[src/rtl/memwb_load_reg_pkg.sv]
// Shared types and constants for the MEM/WB load path.
//   - funct3 load-type codes
//   - ld_state_t : load FSM state (IDLE, WAIT)
//   - load_ctx_t : load context captured when a load enters the stage
package memwb_load_reg_pkg;

    localparam logic [2:0] F3_LB  = 3'b000;
    localparam logic [2:0] F3_LH  = 3'b001;
    localparam logic [2:0] F3_LW  = 3'b010;
    localparam logic [2:0] F3_LBU = 3'b100;
    localparam logic [2:0] F3_LHU = 3'b101;

    typedef enum logic {
        IDLE = 1'b0,
        WAIT = 1'b1
    } ld_state_t;

    typedef struct packed {
        logic [2:0] funct3;
        logic [1:0] offset;
        logic [4:0] rd;
        logic       regwrite;
        logic       memtoreg;
    } load_ctx_t;

endpackage

[src/rtl/memwb_load_reg_load_align.sv]
// load_align: selects the addressed byte/halfword from a word-aligned read
// word and sign- or zero-extends it according to funct3.
// Ports:
//   rdata  in  32  word-aligned read data
//   funct3 in  3   load type (unknown codes behave as LW)
//   offset in  2   byte offset of the load address
//   result out 32  extended load result
// Misaligned offsets are masked (off[0] for halfwords, off[1:0] for words).
module load_align
    import memwb_load_reg_pkg::*;
(
    input  logic [31:0] rdata,
    input  logic [2:0]  funct3,
    input  logic [1:0]  offset,
    output logic [31:0] result
);

    logic [7:0]  byte_sel;
    logic [15:0] half_sel;

    always_comb begin
        byte_sel = rdata[7:0];
        case (offset)
            2'd0: byte_sel = rdata[7:0];
            2'd1: byte_sel = rdata[15:8];
            2'd2: byte_sel = rdata[23:16];
            2'd3: byte_sel = rdata[31:24];
            default: byte_sel = rdata[7:0];
        endcase

        half_sel = offset[1] ? rdata[31:16] : rdata[15:0];

        case (funct3)
            F3_LB:   result = {{24{byte_sel[7]}}, byte_sel};
            F3_LH:   result = {{16{half_sel[15]}}, half_sel};
            F3_LBU:  result = {24'd0, byte_sel};
            F3_LHU:  result = {16'd0, half_sel};
            default: result = rdata;
        endcase
    end

endmodule

[src/rtl/memwb_load_reg.sv]
// memwb_load_reg: MEM/WB stage register on the load side of the data memory.
// Non-load instructions are registered straight into WB. A load stalls the
// pipeline until DM_rvalid (or a timeout after MAX_WAIT cycles in WAIT), then
// writes the aligned, extended read data into WB.
// Ports:
//   clk, reset        clock (rising edge), synchronous active-high reset
//   MEM_*             MEM-stage instruction fields (held upstream while stalled)
//   DM_rdata/rvalid   data-memory read response
//   load_stall        combinational stall for IF..MEM
//   load_timeout      sticky: a load completed by timeout (cleared by reset)
//   WB_*              registered write-back payload
//   debug_state       current FSM state
//   debug_ctx         captured load context
//
// Handshake: a load is accepted in IDLE when MEM_MemRead=1; the memory's
// response is a single-cycle DM_rvalid pulse that is consumed in WAIT and
// ignored in IDLE. load_stall low means upstream may advance at the next edge.
module memwb_load_reg
    import memwb_load_reg_pkg::*;
#(
    parameter int XLEN     = 32,
    parameter int MAX_WAIT = 16
) (
    input  logic            clk,
    input  logic            reset,
    input  logic [XLEN-1:0] MEM_ALU_out,
    input  logic [XLEN-1:0] MEM_pc,
    input  logic [4:0]      MEM_write_addr,
    input  logic [2:0]      MEM_funct3,
    input  logic            MEM_RDSrc,
    input  logic            MEM_MemtoReg,
    input  logic            MEM_MemRead,
    input  logic            MEM_RegWrite,
    input  logic [XLEN-1:0] DM_rdata,
    input  logic            DM_rvalid,
    output logic            load_stall,
    output logic            load_timeout,
    output logic [4:0]      WB_write_addr,
    output logic            WB_RegWrite,
    output logic [XLEN-1:0] WB_write_data,
    output ld_state_t       debug_state,
    output load_ctx_t       debug_ctx
);

    localparam int CW = $clog2(MAX_WAIT + 1);
    localparam logic [CW-1:0] LAST_CNT = CW'(MAX_WAIT - 1);

    ld_state_t       state;
    logic [CW-1:0]   wait_cnt;
    load_ctx_t       ctx;
    logic [XLEN-1:0] aligned;

    load_align u_align (
        .rdata  (DM_rdata),
        .funct3 (ctx.funct3),
        .offset (ctx.offset),
        .result (aligned)
    );

    // In WAIT the last counter value lets upstream go: that cycle the load
    // completes either with data or by timeout.
    always_comb begin
        load_stall = 1'b0;
        if (!reset) begin
            case (state)
                IDLE:    load_stall = MEM_MemRead;
                WAIT:    load_stall = ~DM_rvalid & (wait_cnt != LAST_CNT);
                default: load_stall = 1'b0;
            endcase
        end
    end

    always_ff @(posedge clk) begin
        if (reset) begin
            state         <= IDLE;
            wait_cnt      <= '0;
            ctx           <= '0;
            WB_write_addr <= '0;
            WB_RegWrite   <= 1'b0;
            WB_write_data <= '0;
            load_timeout  <= 1'b0;
        end else begin
            case (state)
                IDLE: begin
                    if (MEM_MemRead) begin
                        ctx.funct3   <= MEM_funct3;
                        ctx.offset   <= MEM_ALU_out[1:0];
                        ctx.rd       <= MEM_write_addr;
                        ctx.regwrite <= MEM_RegWrite;
                        ctx.memtoreg <= MEM_MemtoReg;
                        wait_cnt     <= '0;
                        WB_RegWrite  <= 1'b0;
                        state        <= WAIT;
                    end else begin
                        WB_write_addr <= MEM_write_addr;
                        WB_RegWrite   <= MEM_RegWrite;
                        WB_write_data <= MEM_RDSrc ? MEM_pc : MEM_ALU_out;
                    end
                end
                WAIT: begin
                    // Data written regardless of captured MemtoReg: MemRead dominates.
                    if (DM_rvalid) begin
                        WB_write_data <= aligned;
                        WB_write_addr <= ctx.rd;
                        WB_RegWrite   <= ctx.regwrite;
                        state         <= IDLE;
                    end else if (wait_cnt == LAST_CNT) begin
                        WB_write_data <= '0;
                        WB_write_addr <= ctx.rd;
                        WB_RegWrite   <= ctx.regwrite;
                        load_timeout  <= 1'b1;
                        state         <= IDLE;
                    end else begin
                        wait_cnt <= wait_cnt + CW'(1);
                    end
                end
                default: state <= IDLE;
            endcase
        end
    end

    assign debug_state = state;
    assign debug_ctx   = ctx;

endmodule
[config.mk]
export PLATFORM = sky130hd
export DESIGN_NAME = memwb_load_reg
export DESIGN_NICKNAME = d
export VERILOG_FILES = /design/src/rtl/memwb_load_reg_pkg.sv /design/src/rtl/memwb_load_reg_load_align.sv /design/src/rtl/memwb_load_reg.sv
export SDC_FILE = /design/constraint.sdc
export NUM_CORES = 1
export LEC_CHECK = 0
export CAP_MARGIN = 30
export CORE_ASPECT_RATIO = 0.7
export CORE_UTILIZATION = 40
export CTS_CLUSTER_DIAMETER = 50
export DETAILED_ROUTE_END_ITERATION = 12
export PLACE_DENSITY = 0.81
export RECOVER_POWER = 100
export SYNTH_ARGS = -nofsm -noshare
export SYNTH_HDL_FRONTEND = slang
export SYNTH_HIERARCHICAL = 1
export SYNTH_SLANG_ARGS = --single-unit
export TNS_END_PERCENT = 1
[constraint.sdc]
create_clock -name clk -period 3.3 [get_ports clk]
set_clock_uncertainty 0.15 [all_clocks]
set_input_delay 0.66 -clock clk [delete_from_list [all_inputs] [get_ports clk]]
set_output_delay 0.66 -clock clk [all_outputs]
set_load 0.03 [all_outputs]
Word-level counts from Yosys, hierarchy flattened
Cells that the tools add are included.

Input bits: 111. Bits in registers: 57.

Reductions and logical operators: 6. Eq/ne operators: 13. Muxes and demuxes: 26. Bitwise logic cells: 3. $add $sub $neg: 1.

Operators with widths (number): $mux W32 (4); $pmux W32 S4 (1); $pmux W32 S2 (1); $pmux W8 S4 (1); $mux W5 (6); $pmux W5 S2 (2); $mux W16 (1); $ne A2 B2 Y1 const B (4); $mux W1 (7); $eq A3 B3 Y1 const B (2); $pmux W1 S2 (3); $reduce_and A3 Y1 (2); $add A5 B1 Y5 const B (1); $eq A5 B4 Y1 const B (1); $ne A5 B4 Y1 const B (1); $eq A2 B2 Y1 const B (2); $reduce_and A2 Y1 (2); $eq A3 B1 Y1 const B (1); $logic_not A3 Y1 (1); $ne A3 B2 Y1 const B (1); $eq A2 B1 Y1 const B (1); $logic_not A2 Y1 (1); $not A1 Y1 (2); $and A1 B1 Y1 (1).

Depth between registers and ports, before layout
Depth in word-level cells: 5. Gate-level depth with buffers: 8. Mapped depth without buffers: 6.

Cells and area by module
The synthesis kept the hierarchy.

By module, submodules not included: memwb_load_reg (cells an instance 263, area each 2499.9 µm², times used 1); load_align (cells an instance 110, area each 649.4 µm², times used 1).

Worst setup path after synthesis
No wires, ideal clock.

Path type: flip-flop to output port. Start: reg wait_cnt[0]. End: out load_stall. Path buffers: 1. Data arrival time: 1.750 ns. Required time: 2.490 ns. Setup slack: 0.740 ns. Cell stages (with the launch flop): 7. Path through: dfxtp_1 -> ha_1 -> and3_1 -> ha_1 -> or3b_4 -> a21oi_2 -> buf_4.

Cells in the longest elaborated chain, start to end: 4.

Ends and longest elaborated chain: start, declared (RTL line memwb_load_reg.sv:49) `logic [CW-1:0] wait_cnt;`; start signal, assigned (RTL line memwb_load_reg.sv:114) `wait_cnt <= wait_cnt + CW'(1);`; $ne A5 B4 Y1 (RTL line memwb_load_reg.sv:67) `WAIT: load_stall = ~DM_rvalid & (wait_cnt != LAST_CNT);`; $and A1 B1 Y1 (RTL line memwb_load_reg.sv:67); $pmux W1 S2 (RTL line memwb_load_reg.sv:65) `case (state)`; $mux W1 (RTL line memwb_load_reg.sv:64) `if (!reset) begin`; end, declared (RTL line memwb_load_reg.sv:36) `output logic load_stall,`.

Every way passes these cells.

Worst setup path in the final report
Same ends and word-level chain as after synthesis.

==> impl_metrics.csv <==
group,metric,value,unit
drt,vias_per_cell,5.48,
critical_path,critPathSlowestCell,"or3b_4",
timing,fin_crit,3050,ps
drt,drt-total-wl,10900,um
drt,wire_per_inst,17.3,um
timing,fin_ws,247,ps
critical_path,arrival,2240,ps
die,dieArea,8240,um2
logic_synthesis,synth_edf_count,0,
placement,place_ws,408,ps
timing,period_share,92.5,%
drt,drcViolationCount,0,
cts,cts_made_buffers,9,
finish,final_cell_mix,"108 x clkdlybuf4s50_1, 73 x nand2_1, 57 x dfxtp_1",
global_routing,antenna_found_initial,0,
placement,globalplace.congestion,0.895,
logic_synthesis,synth_top_family_by_area,"compound AO/OA/AOI/OAI gates",
drt,vias,3441,
die,core,7450,um2
placement,dpl.hpwl,8180,um
logic_synthesis,synthMuxAreaShare,15.3,%
cts,clkLatencyLatePin,350,ps
timing,slew_violations,0,
flow_run,drv_cap,0,
finish,drive_gt1_share,7.36,%
critical_path,path_cells,"ha_1, and3_1, ha_1, or3b_4, a21oi_1, buf_4",
timing,max_slew_margin,41.2,%
drt,ant_nets,0,
logic_synthesis,synth_fa_ha_area_share,0.795,%
pwr,ir_drop,0.290,mV
global_routing,overflow,0,
critical_path,cp_max_fo,14,
pwr,power_per_cell_area,409,nW/um2
logic_synthesis,synth-async-reset-ratio,0,%
die,die_x,108,um
timing,finalSetupTns,0,ps
logic_synthesis,syn_nets,486,
die,io_pins,164,
finish,diodes,0,
cts,h-tree-depth,3,
cts,cts_sinks,57,
logic_synthesis,synthDominantCellAreaShare,36.2,%
global_routing,grt_pass1_wl,16800,um
finish,finalNonFillerCells,628,
logic_synthesis,synth-main-ff-cell,"dfxtp_1",
worst_hold_path,hold_path_class,"reg2reg",
logic_synthesis,synth_seq_cells,57,
critical_path,crit_type,"reg2out",
critical_path,cp_common_cell,"ha_1",
logic_synthesis,synth_area_leaders,"dfxtp_1 36%, mux2i_1 12%, a221o_1 10%, nand2_1 8.7%, nor2_1 4.4%",
worst_hold_path,hold_start,"debug_ctx[0]$_SDFFE_PP0P_",
die,rows,26,
critical_path,r2r_start,"wait_cnt[0]$_SDFFE_PP0P_",
cts,clk_pin_slew,60,ps
cts,cts_tree,"yes",
critical_path,max_stage_delay,480,ps
global_routing,grt_max_degree,34,
finish,num-fill-cells,627,
pwr,leakagePower,2.15,nW
placement,dp_cells,612,
critical_path,cp-start-kind,"register",
timing,grt_setup_unrepaired,"false",
cts,post-cts-setup-buffers,0,
logic_synthesis,postSynthAreaPerCell,8.44,um2
cts,ctsHoldBuffers,0,
timing,setup_viol,0,
timing,worst_slew_pin_slew,882,ps
critical_path,crit_required,2490,ps
logic_synthesis,synth-seq-area-share,36.2,%
finish,area_delta_synth_final,59.1,%
logic_synthesis,syn_area,3150,um2
critical_path,crit-reg2reg-capture,"WB_write_data[8]$_SDFFE_PP0P_",
logic_synthesis,synth_top_cell_by_area,"dfxtp_1",
logic_synthesis,synth_cell_types,39,
drt,drtPass1Iterations,5,
global_routing,grt_util_all_layers,26.4,%
logic_synthesis,synthSimpleGateAreaFrac,17.8,%
placement,portBuffers,163,
drt,drt_iter0_markers,245,
global_routing,grt_pass1_vias,3303,
logic_synthesis,synthXorXnorAreaFrac,0.278,%
cts,root_buffer,"clkbuf_8",
timing,hold_violations,0,
critical_path,regToRegSetupSlack,530,ps
worst_hold_path,min_to,"debug_ctx[0]$_SDFFE_PP0P_",
cts,ctsResizeCount,0,
logic_synthesis,synthCells,373,
die,initial_utilization,42.3,%
logic_synthesis,yosysWarnings,6,
finish,fin_util,67.2,%
die,die_h,76.2,um
timing,fmax,0.328,GHz
finish,layout_commonest_cell,"clkdlybuf4s50_1",
finish,fin_nets,638,
critical_path,endpoint_kind,"output pin",
worst_hold_path,holdPathStages,2,
status,status,"completed",
critical_path,r2r_cells,7,
cts,clock_path_buffers,2,
logic_synthesis,synth_compound_area_share,23.8,%
pwr,finalPower,0.00205,W
## worst max-delay path: cells and delay by family (launching register included)
family	cells	cell delay [ps]
flip-flops	1	340
AND/OR/NAND/NOR	2	670
adder cells (fa/ha/maj)	2	450
AO/OA/AOI/OAI	1	240
buffers and inverters	1	210
## worst max-delay path by stage
stage / start / to / slack (ps)
3_5_place_dp: DM_rdata[31] / WB_write_data[26]$_SDFFE_PP0P_ / 410
6_report: wait_cnt[0]$_SDFFE_PP0P_ / load_stall / 250
4_1_cts: wait_cnt[0]$_SDFFE_PP0P_ / load_stall / 310
3_3_place_gp: DM_rvalid / load_stall / 470
2_1_floorplan: wait_cnt[0]$_SDFFE_PP0P_ / load_stall / 740
5_1_grt: wait_cnt[0]$_SDFFE_PP0P_ / load_stall / 150
## report_power, final
part	switching (W)	total (W)	internal, W
clock network	0.000297	0.000664	0.000366
logic	0.000317	0.000608	0.000292
registers	0.0000345	0.000775	0.000741
total	0.000648	0.00205	0.00140
## area by class of cell
class	count	area (um2)	area share (%)
flip-flops and latches	57	1140	22.8
well taps	98	123	2.45
multi-input cells	278	1820	36.4
clock buffers	11	141	2.82
inverters	5	18.8	0.375
clock inverters	5	55.1	1.10
repair buffers	174	1710	34.1
## per-layer routing
layer | global-route usage (%) | share of wire (%) | vias up
met3 | 8.64 | 10 | 10
met2 | 42.0 | 45 | 196
met5 | 0 | 0 | -
li1 | - | - | 1662
met1 | 33.9 | 44 | 1573
met4 | 7.53 | 1.1 | 0
## kinds of logic (layout without fill, tap and decap cells)
family / Yosys count / count (layout)
flip-flops: 57 / 57
AND/OR/NAND/NOR: 131 / 131
adder cells (fa/ha/maj): 2 / 2
AO/OA/AOI/OAI: 98 / 98
XOR/XNOR: 1 / 1
buffers and inverters: 38 / 195
multiplexers: 46 / 46
## through the flow
step                      area, um2  hold slack, ps
after global routing           5010             320
after CTS                      5020             313
after floorplan                3150             298
after detailed placement       4820             303
final                          5010             306
after global placement         4810             294
## state kept, by name, indices dropped and copies added, names as in the netlist
name / cells
WB_RegWrite: 1
WB_write_addr: 5
WB_write_data: 32
debug_ctx: 12
debug_state: 1
load_timeout: 1
wait_cnt: 5
## Yosys cell counts, types with 3 or more instances
cell,n
a211oi_1,6
a21oi_1,22
a221o_1,32
a22o_1,7
a22oi_1,13
buf_2,10
buf_4,3
clkbuf_1,16
dfxtp_1,57
inv_1,4
mux2_2,7
mux2i_1,38
nand2_1,73
nand3_1,5
nor2_1,37
nor2b_1,3
o21ai_0,9
Power figures use the tool's default switching activity.
